==> src/rtl/vending_pkg.sv <==
// Shared types and constants for the vending alarm request path.
// Holds the alarm FSM state enum, event bit indices and code width.
package vending_pkg;

   typedef enum logic [1:0] {
      IDLE = 2'd0,
      HOLD = 2'd1,
      GAP  = 2'd2
   } alarm_state_t;

   localparam int EV_W         = 3;
   localparam int EV_FUNDS     = 0;
   localparam int EV_STOCK     = 1;
   localparam int EV_INVALID   = 2;
   localparam int ALARM_CODE_W = 2;

endpackage

==> src/rtl/alarm_tick_counter.sv <==
// Tick-gated counter with synchronous clear and terminal-count compare.
// The limit is a live input so one instance serves both beep phases.
module alarm_tick_counter #(
   parameter int W = 3
) (
   input  logic         clk,
   input  logic         rst,
   input  logic         tick,
   input  logic         clr,
   input  logic [W-1:0] limit,
   output logic         hit
);

   logic [W-1:0] count;

   // Count ticks; clear has priority so a tick in the clear cycle is dropped
   always_ff @(posedge clk or posedge rst) begin
      if (rst) begin
         count <= '0;
      end else if (clr) begin
         count <= '0;
      end else if (tick) begin
         count <= count + 1'b1;
      end
   end

   // This tick is the one that brings the count up to the limit
   assign hit = tick && (count == limit - 1'b1);

endmodule

==> src/rtl/alarm_request_ctrl.sv <==
// Buzzer alarm request controller: latches error events, plays coded beeps.
// Optional saturating drop counter enabled by ALARM_DROP_CNT_EN.
module alarm_request_ctrl
   import vending_pkg::*;
#(
   parameter int ON_TICKS  = 5,
   parameter int GAP_TICKS = 2
) (
   input  logic                    clk,
   input  logic                    rst,
   input  logic                    tick_1s,
   input  logic [EV_W-1:0]         err_event,
   output logic                    start_alarm,
   output logic                    busy,
   output logic [ALARM_CODE_W-1:0] alarm_code
`ifdef ALARM_DROP_CNT_EN
   ,
   output logic [7:0]              drop_count
`endif
);

   localparam int MAX_T = (ON_TICKS > GAP_TICKS) ? ON_TICKS : GAP_TICKS;
   localparam int CNT_W = $clog2(MAX_T + 1);
   localparam logic [CNT_W-1:0] ON_LIM  = CNT_W'(ON_TICKS);
   localparam logic [CNT_W-1:0] GAP_LIM = CNT_W'(GAP_TICKS);

   alarm_state_t state_q, state_n;
   logic [EV_W-1:0] pend_q, pend_n;
   logic [EV_W-1:0] clr_mask;
   logic [EV_W-1:0] sel_mask;
   logic [ALARM_CODE_W-1:0] sel_code;
   logic [1:0] beeps_q, beeps_n;
   logic [ALARM_CODE_W-1:0] code_q, code_n;
   logic start_q, start_n;
   logic busy_q;
   logic cnt_clr;
   logic cnt_hit;
   logic [CNT_W-1:0] limit;

   alarm_tick_counter #(
      .W(CNT_W)
   ) u_tick_cnt (
      .clk  (clk),
      .rst  (rst),
      .tick (tick_1s),
      .clr  (cnt_clr),
      .limit(limit),
      .hit  (cnt_hit)
   );

   // Lowest pending index wins; code doubles as beep count
   always_comb begin
      sel_mask = '0;
      sel_code = '0;
      if (pend_q[EV_FUNDS]) begin
         sel_mask[EV_FUNDS] = 1'b1;
         sel_code = 2'd1;
      end else if (pend_q[EV_STOCK]) begin
         sel_mask[EV_STOCK] = 1'b1;
         sel_code = 2'd2;
      end else if (pend_q[EV_INVALID]) begin
         sel_mask[EV_INVALID] = 1'b1;
         sel_code = 2'd3;
      end
   end

   // Next state and request level; IDLE keeps the counter cleared so a
   // tick on the start edge is never counted
   always_comb begin
      state_n  = state_q;
      beeps_n  = beeps_q;
      code_n   = code_q;
      start_n  = start_q;
      clr_mask = '0;
      cnt_clr  = 1'b0;
      limit    = ON_LIM;
      unique case (state_q)
         IDLE: begin
            cnt_clr = 1'b1;
            if (pend_q != '0) begin
               clr_mask = sel_mask;
               beeps_n  = sel_code;
               code_n   = sel_code;
               start_n  = 1'b1;
               state_n  = HOLD;
            end
         end
         HOLD: begin
            limit = ON_LIM;
            if (cnt_hit) begin
               start_n = 1'b0;
               beeps_n = beeps_q - 2'd1;
               cnt_clr = 1'b1;
               state_n = GAP;
            end
         end
         GAP: begin
            limit = GAP_LIM;
            if (cnt_hit) begin
               cnt_clr = 1'b1;
               if (beeps_q != 2'd0) begin
                  start_n = 1'b1;
                  state_n = HOLD;
               end else begin
                  code_n  = '0;
                  state_n = IDLE;
               end
            end
         end
         default: begin
            state_n = IDLE;
         end
      endcase
   end

   // A new event outranks the clear of the same bit
   assign pend_n = (pend_q & ~clr_mask) | err_event;

   // State, pending bits and registered outputs
   always_ff @(posedge clk or posedge rst) begin
      if (rst) begin
         state_q <= IDLE;
         pend_q  <= '0;
         beeps_q <= '0;
         code_q  <= '0;
         start_q <= 1'b0;
         busy_q  <= 1'b0;
      end else begin
         state_q <= state_n;
         pend_q  <= pend_n;
         beeps_q <= beeps_n;
         code_q  <= code_n;
         start_q <= start_n;
         busy_q  <= (state_n != IDLE);
      end
   end

   assign start_alarm = start_q;
   assign busy        = busy_q;
   assign alarm_code  = code_q;

`ifdef ALARM_DROP_CNT_EN
   logic [7:0] drop_q;
   logic       drop_hit;

   assign drop_hit = |(err_event & pend_q & ~clr_mask);

   // Saturating count of events merged into an already pending bit
   always_ff @(posedge clk or posedge rst) begin
      if (rst) begin
         drop_q <= '0;
      end else if (drop_hit && (drop_q != 8'hFF)) begin
         drop_q <= drop_q + 8'd1;
      end
   end

   assign drop_count = drop_q;
`endif

endmodule

==> config.mk <==
export PLATFORM = sky130hd
export DESIGN_NAME = alarm_request_ctrl
export DESIGN_NICKNAME = d
export VERILOG_FILES = /design/src/rtl/vending_pkg.sv /design/src/rtl/alarm_tick_counter.sv /design/src/rtl/alarm_request_ctrl.sv
export SDC_FILE = /design/constraint.sdc
export NUM_CORES = 1
export LEC_CHECK = 0
export CAP_MARGIN = 10
export CORE_ASPECT_RATIO = 0.9
export CORE_MARGIN = 1.5
export CORE_UTILIZATION = 54
export CTS_CLUSTER_DIAMETER = 40
export CTS_CLUSTER_SIZE = 30
export DETAILED_ROUTE_END_ITERATION = 7
export GPL_TIMING_DRIVEN = 0
export PLACE_DENSITY_LB_ADDON = 0.12
export RECOVER_POWER = 100
export SETUP_SLACK_MARGIN = 0.3
export SYNTH_ARGS = -nofsm -noshare
export SYNTH_HDL_FRONTEND = slang
export SYNTH_HIERARCHICAL = 1
export SYNTH_SLANG_ARGS = --single-unit
export TNS_END_PERCENT = 100
==> constraint.sdc <==
create_clock -name clk -period 3.53 [get_ports clk]
set_input_delay 0.8825 -clock clk [delete_from_list [all_inputs] [get_ports clk]]
set_output_delay 0.8825 -clock clk [all_outputs]
set_load 0.02 [all_outputs]
Word level (Yosys, flattened, before mapping)
Index checks and enable logic that the tools add are counted.
- logic and storage cells: 65
- bits in registers: 14
- add/subtract/negate cells: 3
- reductions and logical operators: 13
- bitwise logic cells: 3
- muxes and demuxes: 31
- eq/ne operators: 8
- operators with widths (kind ; count):
    $mux W2 ; 11
    $mux W3 ; 5
    $mux W1 ; 10
    $ne A2 B2 Y1 const B ; 5
    $reduce_bool A2 Y1 ; 5
    $pmux W2 S2 ; 2
    $pmux W2 S3 ; 1
    $reduce_bool A3 Y1 ; 2
    $reduce_and A5 Y1 ; 1
    $reduce_and A4 Y1 ; 1
    $add A3 B1 Y3 const B ; 1
    $and A3 B3 Y3 ; 1
    $eq A3 B3 Y1 ; 1
    $not A3 Y3 ; 1
    $or A3 B3 Y3 ; 1
    $pmux W1 S3 ; 1
    $reduce_and A3 Y1 ; 1
    $sub A3 B1 Y3 const B ; 1
    $eq A2 B1 Y1 const B ; 1
    $eq A2 B2 Y1 const B ; 1
    $logic_not A2 Y1 ; 1
    $pmux W1 S2 ; 1
    $reduce_or A2 Y1 ; 1
    $sub A2 B1 Y2 const B ; 1
    $logic_and A1 B1 Y1 ; 1

Logic depth before layout (Yosys ltp)
Gate-level depths: netlist of run 1.
- depth in word-level cells: 8
- gate-level depth with buffers: 10

Hierarchy
Netlist of run 1, hierarchy kept.
- modules (own cells, without submodules) (module ; sequential area each (um^2) ; area each (um^2) ; instances ; cells each):
    alarm_request_ctrl ; 275.3 ; 693.2 ; 1 ; 68
    alarm_tick_counter ; 75.1 ; 209.0 ; 1 ; 19

Least setup slack after synthesis of run 1
Ideal clock, no wire load.
- path type: register to register
- start point: reg state_q[0]
- end point: reg beeps_q[0]
- clock period less this slack: 2.456 ns
- arrival: 2.376 ns
- path buffers: 0
- cell stages (with the launch flop): 11
- slack: 1.074 ns
- cell sequence: dfrtp_1 > inv_1 > ha_1 > inv_1 > inv_1 > ha_1 > xnor3_1 > and4_1 > mux2i_1 > or4b_1 > o211ai_2
- word-level cells in the longest chain between the ends: 7
- elaborated cells between the ends (all ways): 12
- classes of those cells: add/sub: 1; eq/ne: 5; mux: 2; reduce/logical: 4
- RTL lines (what ; line ; source):
    start, declared ; alarm_request_ctrl.sv:27 ; alarm_state_t state_q, state_n;
    start signal, assigned ; alarm_request_ctrl.sv:129 ; state_q <= state_n;
    $eq A2 B2 Y1 ; alarm_request_ctrl.sv:77 ; unique case (state_q)
    $mux W3 ; alarm_request_ctrl.sv:77 ;
    net limit[1] ; alarm_request_ctrl.sv:38 ; logic [CNT_W-1:0] limit;
    $sub A3 B1 Y3 ; alarm_tick_counter.sv:28 ; assign hit = tick && (count == limit - 1'b1);
    $eq A3 B3 Y1 ; alarm_tick_counter.sv:28 ;
    $logic_and A1 B1 Y1 ; alarm_tick_counter.sv:28 ;
    net cnt_hit ; alarm_request_ctrl.sv:37 ; logic cnt_hit;
    $ne A2 B2 Y1 (no line) ; - ;
    $reduce_and A3 Y1 (no line) ; - ;
    end signal, assigned ; alarm_request_ctrl.sv:131 ; beeps_q <= beeps_n;
    end, declared ; alarm_request_ctrl.sv:32 ; logic [1:0] beeps_q, beeps_n;
The timed path passes the listed nets, and every way through them passes these cells.
A chain may end at the register's enable or synchronous reset.

Final worst setup path of run 1
Ends and elaborated chain as after synthesis.

==> results of run 1 <==
## sequential cells by signal, summed over array words and instances, names as in the netlist
register,cells
beeps_q,2
busy,1
alarm_code,2
start_alarm,1
pend_q,3
state_q,2
u_tick_cnt/count,3
## cell families (layout without fill, tap and decap cells)
logic type	Yosys count	after routing
DFF	14	14
AOI/OAI and AO/OA	27	27
adders and majority gates	9	9
and+or+nand+nor	19	19
muxes	3	3
xor gates and xnor gates	4	4
buffers and inverters	11	24
## how the worst min path moves through the flow
stage / slack (ns) / end / from
global route: 0.58 / start_alarm / start_alarm
finish: 0.52 / start_alarm / start_alarm
global placement: 0.48 / start_alarm / start_alarm
detailed placement: 0.51 / beeps_q[1] / beeps_q[1]
floorplan: 0.47 / beeps_q[1] / beeps_q[1]
CTS: 0.53 / beeps_q[1] / beeps_q[1]
## cells in the mapped netlist
cell	count
dfrtp_1	14
inv_1	11
ha_1	9
o21ai_0	8
nor2_1	7
a21o_1	3
a21oi_1	3
o31ai_1	3
mux2i_1	2
nand2b_1	2
nand3b_1	2
o21bai_1	2
o41ai_1	2
or2_2	2
xor2_1	2
a21bo_2	1
a21boi_0	1
a21o_2	1
and2b_2	1
and4_1	1
mux2_2	1
nand2_1	1
nor2b_1	1
nor4b_4	1
o211ai_2	1
o311a_1	1
o311ai_0	1
or4b_1	1
xnor2_1	1
xnor3_1	1
## per-stage QoR
step                      total power, mW  std cells  util (%)  hold WS, ns  instance area, um^2
after global placement              0.609        118      68.1        0.477                 1020
after floorplan                     0.522         87         -        0.474                  902
after CTS                           0.740        122      70.6        0.527                 1060
final                               0.719        122      70.2        0.519                 1050
after detailed placement            0.623        118      68.1        0.508                 1020
after global routing                0.786        122      70.2        0.576                 1050
## cell type report
type	instances	area [um^2]
tap	22	27.5
inverter	11	41.3
multi-input combinational	62	505
fill	108	445
clock buffer	4	36.3
timing repair buffer	9	90.1
sequential	14	350
## per-layer routing
metal	routed length [um]	part of all wire (%)
met2	749	47
met5	0	0
met4	10	0.63
met3	76	4.8
met1	758	48
## tightest hold or removal path: cells and delay by family, from the launching register on
family,cells,cell delay (ns)
AOI/OAI and AO/OA,2,0.13
DFF,1,0.36
## where the power goes
part           leakage, nW  total, mW  switching, mW  internal (mW)
sequential           0.161      0.271         0.0551          0.216
combinational        0.306      0.334          0.166          0.168
clock               0.0210      0.115         0.0521         0.0628
total                0.489      0.719          0.273          0.446
==> key figures, run 1 <==
Status
  • Outcome: finished clean

Worst setup path
  • Critical path's slowest cell: or4b_1
  • Crit path max fanout: 9
  • Worst R2R Path Depth: 10
  • Startpoint Class: register
  • Largest stage delay on the critical path: between 0.4 and 0.5 ns
  • Data arrival, critical path: 3.00 ns
  • CP Capture Type: register
  • Critical path depth: 10
  • Crit-path most repeated cell: inv_1
  • CP delay by family, top: simple AND/OR/NAND/NOR gates
  • Worst r2r src: state_q[0]
  • Worst path cell trace: inv_1 > ha_1 > inv_1 > inv_1 > ha_1 > xnor3_1 > and4_1 > mux2i_1 > or4b_1 > o211ai_1
  • R2R setup slack: around 0.74 ns
  • Required time of the critical path: 3.73 ns
  • Buf+Inv Stages, Crit Path: 3
  • Critical path endpoint: beeps_q[0]
  • Worst Setup SP: state_q[0]
  • Reg2reg end: beeps_q[0]
  • Crit Path Class: register to register

Drt
  • WL final: between 1500 and 2000 um
  • Routed vias: between 600 and 700
  • DR iter-0 viols: 13
  • Drt drc: 0
  • DR pass1 iterations: 6
  • WL/cell: about 13 um
  • Antenna Nets Post-Route: 0
  • Vias per cell: about 5.5

Floorplan
  • Die Y: roughly 42 um
  • I/O Pins: 10
  • Die area: roughly 1900 um^2
  • Initial core utilization: ~60%
  • Core area: about 1500 um^2
  • Rows: 13
  • Die Width: roughly 46 um

STA
  • Slew headroom: 70.6%
  • RSZ-0062 raised after global routing: false
  • Tcrit/Tclk final: slightly below 80%
  • Worst-Margin Slew: around 0.44 ns
  • Final worst slack: between 0.7 and 0.8 ns
  • Hold Vio Cnt, Final: 0
  • Minimum clock period: about 2.8 ns
  • Fin. max-slew vios: 0
  • Setup TNS: 0 ns
  • Max frequency: approximately 0.36 GHz
  • Final setup fails: 0
  • Final Skew: about 0.0023 ns

GRT
  • First-pass GRT wire length: approximately 2800 um
  • GRT Util Overall: approximately a fifth
  • Largest net degree at the start of global routing: 12
  • Met3 Use GR: ~8.3%
  • Grt met2 use: 30.0%
  • Vias in the first global route: approximately 670
  • Initial antenna violation count: 0
  • Grt ovf: 0
  • Met1 global-route usage: between 20% and 30%
  • GR peak layer: met2

Yosys
  • Synth cell types: 30
  • Avg Cell Area, Syn: 10.4 um^2
  • Register area share after synthesis: 38.8%
  • Area leader, netlist: dfrtp_1
  • Post-synth top area share: about two fifths
  • Yosys warnings: 6
  • Main area contributors after synthesis: dfrtp_1 (39%), ha_1 (12%), inv_1 (4.6%)
  • Largest family of logic cells by synthesized area: compound AO/OA/AOI/OAI gates
  • Synth Area in Compound Gates: a little over a fifth
  • Post-Synth Adder-Cell Area: between 10% and 20%
  • Gate Count Post-Synth: 87
  • Synth Area in XOR/XNOR: around 5.4%
  • Cell area after synthesis: 902 um^2
  • Syn Nets: 102
  • Yosys reg bits: 14
  • Mux cell area share after synthesis: approximately 3.5%
  • Simple-Gate Fraction of Synth Area: 14.1%

Pwr
  • Worst vdd ir: 0.490 mV
  • Leak: between 0.4 and 0.5 nW
  • Power per cell area: approximately 700 nW/um^2

Layout
  • Leading cell type in the layout, fill and taps excluded: dfrtp_1
  • Final net count: approximately 120
  • Area Overhead vs Synth: 16.5%
  • Ant. Diodes: 0
  • Share of cells above drive strength 1: a little over a tenth
  • Most frequent cells in the layout: dfrtp_1 (14), inv_1 (11), ha_1 (9)

Placed design
  • Routability Congestion: 0.739
  • Port Buffer Count: 9
  • Hpwl dp: 1240 um
  • Dpl ws: 0.769 ns

Min path
  • Hold crit path type: register to register
  • Worst hold path cell count: 2

CTS
  • Post-CTS sizing: 0
  • Sink Count: 14
  • Max Buffers Root-to-Sink: 2
  • H-tree depth: 1
  • Cts hold-fix bufs: 0
  • Post-CTS setup buffers: 0
  • Worst skew pair latency: 0.28 ns
  • Clock-pin slew on the worst setup and hold paths: roughly 0.080 ns
  • Clock buffer count from CTS: 3
  • CTS tree: done
  • CTS root buf: clkbuf_4

Run
  • Max_cap viols: 0
Note: power is estimated with default switching activity, not from simulation.
==> inputs of run 2 (changes only) <==
Settings changed: CORE_UTILIZATION 54 to 49.
Clock period 3.53 ns to 2.2 ns, I/O delays scaled along.
==> run 2 against run 1 <==
Sequential share of layout area down 4.1 points. Combinational power up 110%. Sequential power up 58%. Register-to-register slack worse by 0.64 ns. Critical endpoint is now busy. Highest routed layer unchanged.
==> key figures, run 2 (synthesized netlist as in run 1, its figures left out) <==
Worst setup path
  • Reg2reg end: busy
  • Data arrival, critical path: 2.32 ns
  • Worst r2r src: state_q[0]
  • Crit Path Class: register to register
  • Startpoint Class: register
  • Worst R2R Path Depth: 10
  • Required time of the critical path: between 2 and 2.5 ns
  • Crit path max fanout: 5
  • CP Capture Type: register
  • R2R setup slack: 0.1 ns

Placed design
  • Hpwl dp: approximately 1200 um
  • Port Buffer Count: 9
  • Dpl ws: -0.153 ns
  • Routability Congestion: about 0.81

Min path
  • Worst hold path cell count: 2
  • Hold worst-path end: start_alarm
  • Hold crit path type: register to register
  • Hold Crit Start: start_alarm

STA
  • Final worst slack: 0.0966 ns
  • Slew headroom: 68.0%
  • Fin. max-slew vios: 0
  • Worst-Margin Slew: roughly 0.48 ns
  • Minimum clock period: between 2 and 2.5 ns
  • Hold Vio Cnt, Final: 0
  • Tcrit/Tclk final: between 90% and 100%
  • Final setup fails: 0
  • RSZ-0062 raised after global routing: true
  • Final Skew: between 0.0009 and 0.001 ns
  • Max frequency: 0.475 GHz

Floorplan
  • Die Width: around 48 um
  • Die Y: between 40 and 50 um
  • Core area: 1700 um^2
  • Die area: between 2000 and 2500 um^2
  • I/O Pins: 10
  • Rows: 14
  • Initial core utilization: a little over half

CTS
  • Cts hold-fix bufs: 0
  • H-tree depth: 1
  • CTS root buf: clkbuf_4
  • Sink Count: 14
  • Clock buffer count from CTS: 3
  • Clock-pin slew on the worst setup and hold paths: about 0.09 ns
  • Worst skew pair latency: between 0.2 and 0.3 ns
  • Max Buffers Root-to-Sink: 2
  • CTS tree: done

Layout
  • Leading cell type in the layout, fill and taps excluded: dfrtp_1
  • Area Overhead vs Synth: 33.7%
  • Ant. Diodes: 0
  • Most frequent cells in the layout: dfrtp_1 (12), buf_4 (8), inv_1 (7), nor2_1 (7), ha_1 (7)
  • Share of cells above drive strength 1: ~32%
  • Fill cells: 135
  • Largest regs: pend_q: 3 flops, u_tick_cnt/count: 3 flops
  • Final net count: between 100 and 150

Drt
  • Antenna Nets Post-Route: 0
  • WL/cell: 14.6 um
  • Drt drc: 0
  • Routed vias: between 700 and 800
  • Vias per cell: 5.41
  • DR iter-0 viols: 9
  • WL final: approximately 2000 um
  • DR pass1 iterations: 4

GRT
  • Vias in the first global route: 729
  • GRT Util Overall: 21.5%
  • Largest net degree at the start of global routing: 12
  • First-pass GRT wire length: a little over 3000 um
  • Initial antenna violation count: 0
  • Grt ovf: 0

Status
  • Outcome: finished clean

Pwr
  • Power per cell area: 1110 nW/um^2
  • Leak: approximately 0.55 nW
  • Overall power: 1.34 mW
  • Worst vdd ir: between 0.7 and 0.8 mV

Run
  • Max_cap viols: 0
run 2: cell types whose count changed in the layout (fill, tap and decap cells not counted), sizes merged:
cell	change
buf	+9
clkbuf	+3
run 2: final cells by class:
class | instances | area [um^2] | share of cell area, %
clock buffer | 4 | 36.3 | 3.01
inverter | 11 | 41.3 | 3.42
multi-input combinational | 62 | 569 | 47.2
sequential | 14 | 353 | 29.3
tap | 24 | 30.0 | 2.49
timing repair buffer | 21 | 176 | 14.6
run 2: how the worst max path moves through the flow:
| stage | from | to | slack [ns] | depth (start not counted) |
|---|---|---|---|---|
| 6_report | state_q[0] | busy | 0.1 | 10 |
| 5_1_grt | state_q[1] | start_alarm | 0.02 | 11 |
| 4_1_cts | state_q[1] | beeps_q[0] | 0.13 | 9 |
| 3_5_place_dp | state_q[0] | beeps_q[0] | -0.15 | 10 |
| 3_3_place_gp | state_q[0] | beeps_q[0] | -0.12 | 10 |
| 2_1_floorplan | state_q[0] | beeps_q[0] | -0.003 | 10 |
run 2: what timing repair did:
item / in CTS / in global routing
gates cloned: 0 / 0
gates resized for setup: 9 / 7
setup endpoints to repair: 11 / 11
setup buffers: 9 / 3
pin swaps: 8 / 3
run 2: stage by stage:
step	TNS, ns	std cells	util [%]	area (um^2)	hold WS [ns]
6_report	0	136	71.0	1210	0.505
4_1_cts	0	133	69.6	1180	0.436
5_1_grt	0	136	71.0	1210	0.532
3_3_place_gp	-0.120	120	62.3	1060	0.474
2_1_floorplan	-0.00264	87	-	938	0.304
3_5_place_dp	-0.153	120	62.3	1060	0.484
run 2: worst max-delay path, stage by stage, from the launching register on:
cell	delay, ns
dfrtp_2	0.42
inv_2	0.08
ha_4	0.16
inv_2	0.05
buf_4	0.13
xnor3_1	0.32
and4_4	0.17
clkbuf_4	0.14
buf_6	0.12
o311a_1	0.32
a21oi_1	0.13
run 2: per-layer routing:
layer | up-vias | track usage, % | share of wire (%)
li1 | 359 | - | -
met1 | 359 | 27.4 | 47
met2 | 14 | 33.7 | 49
met3 | 4 | 3.33 | 2.6
met4 | 0 | 12.4 | 1.4
met5 | - | 0 | 0
run 2: power by group:
part	leakage [nW]	switching [mW]	internal (mW)	total, mW
logic	0.371	0.359	0.359	0.718
clock network	0.0210	0.0900	0.101	0.191
registers	0.159	0.0795	0.348	0.428
total	0.551	0.529	0.808	1.34
==> inputs of run 3 (changes only) <==
Settings changed: HOLD_SLACK_MARGIN set to 0.15.
==> results of run 3 <==
Same layout as run 2: the final DEF is identical, and so are final timing and power.
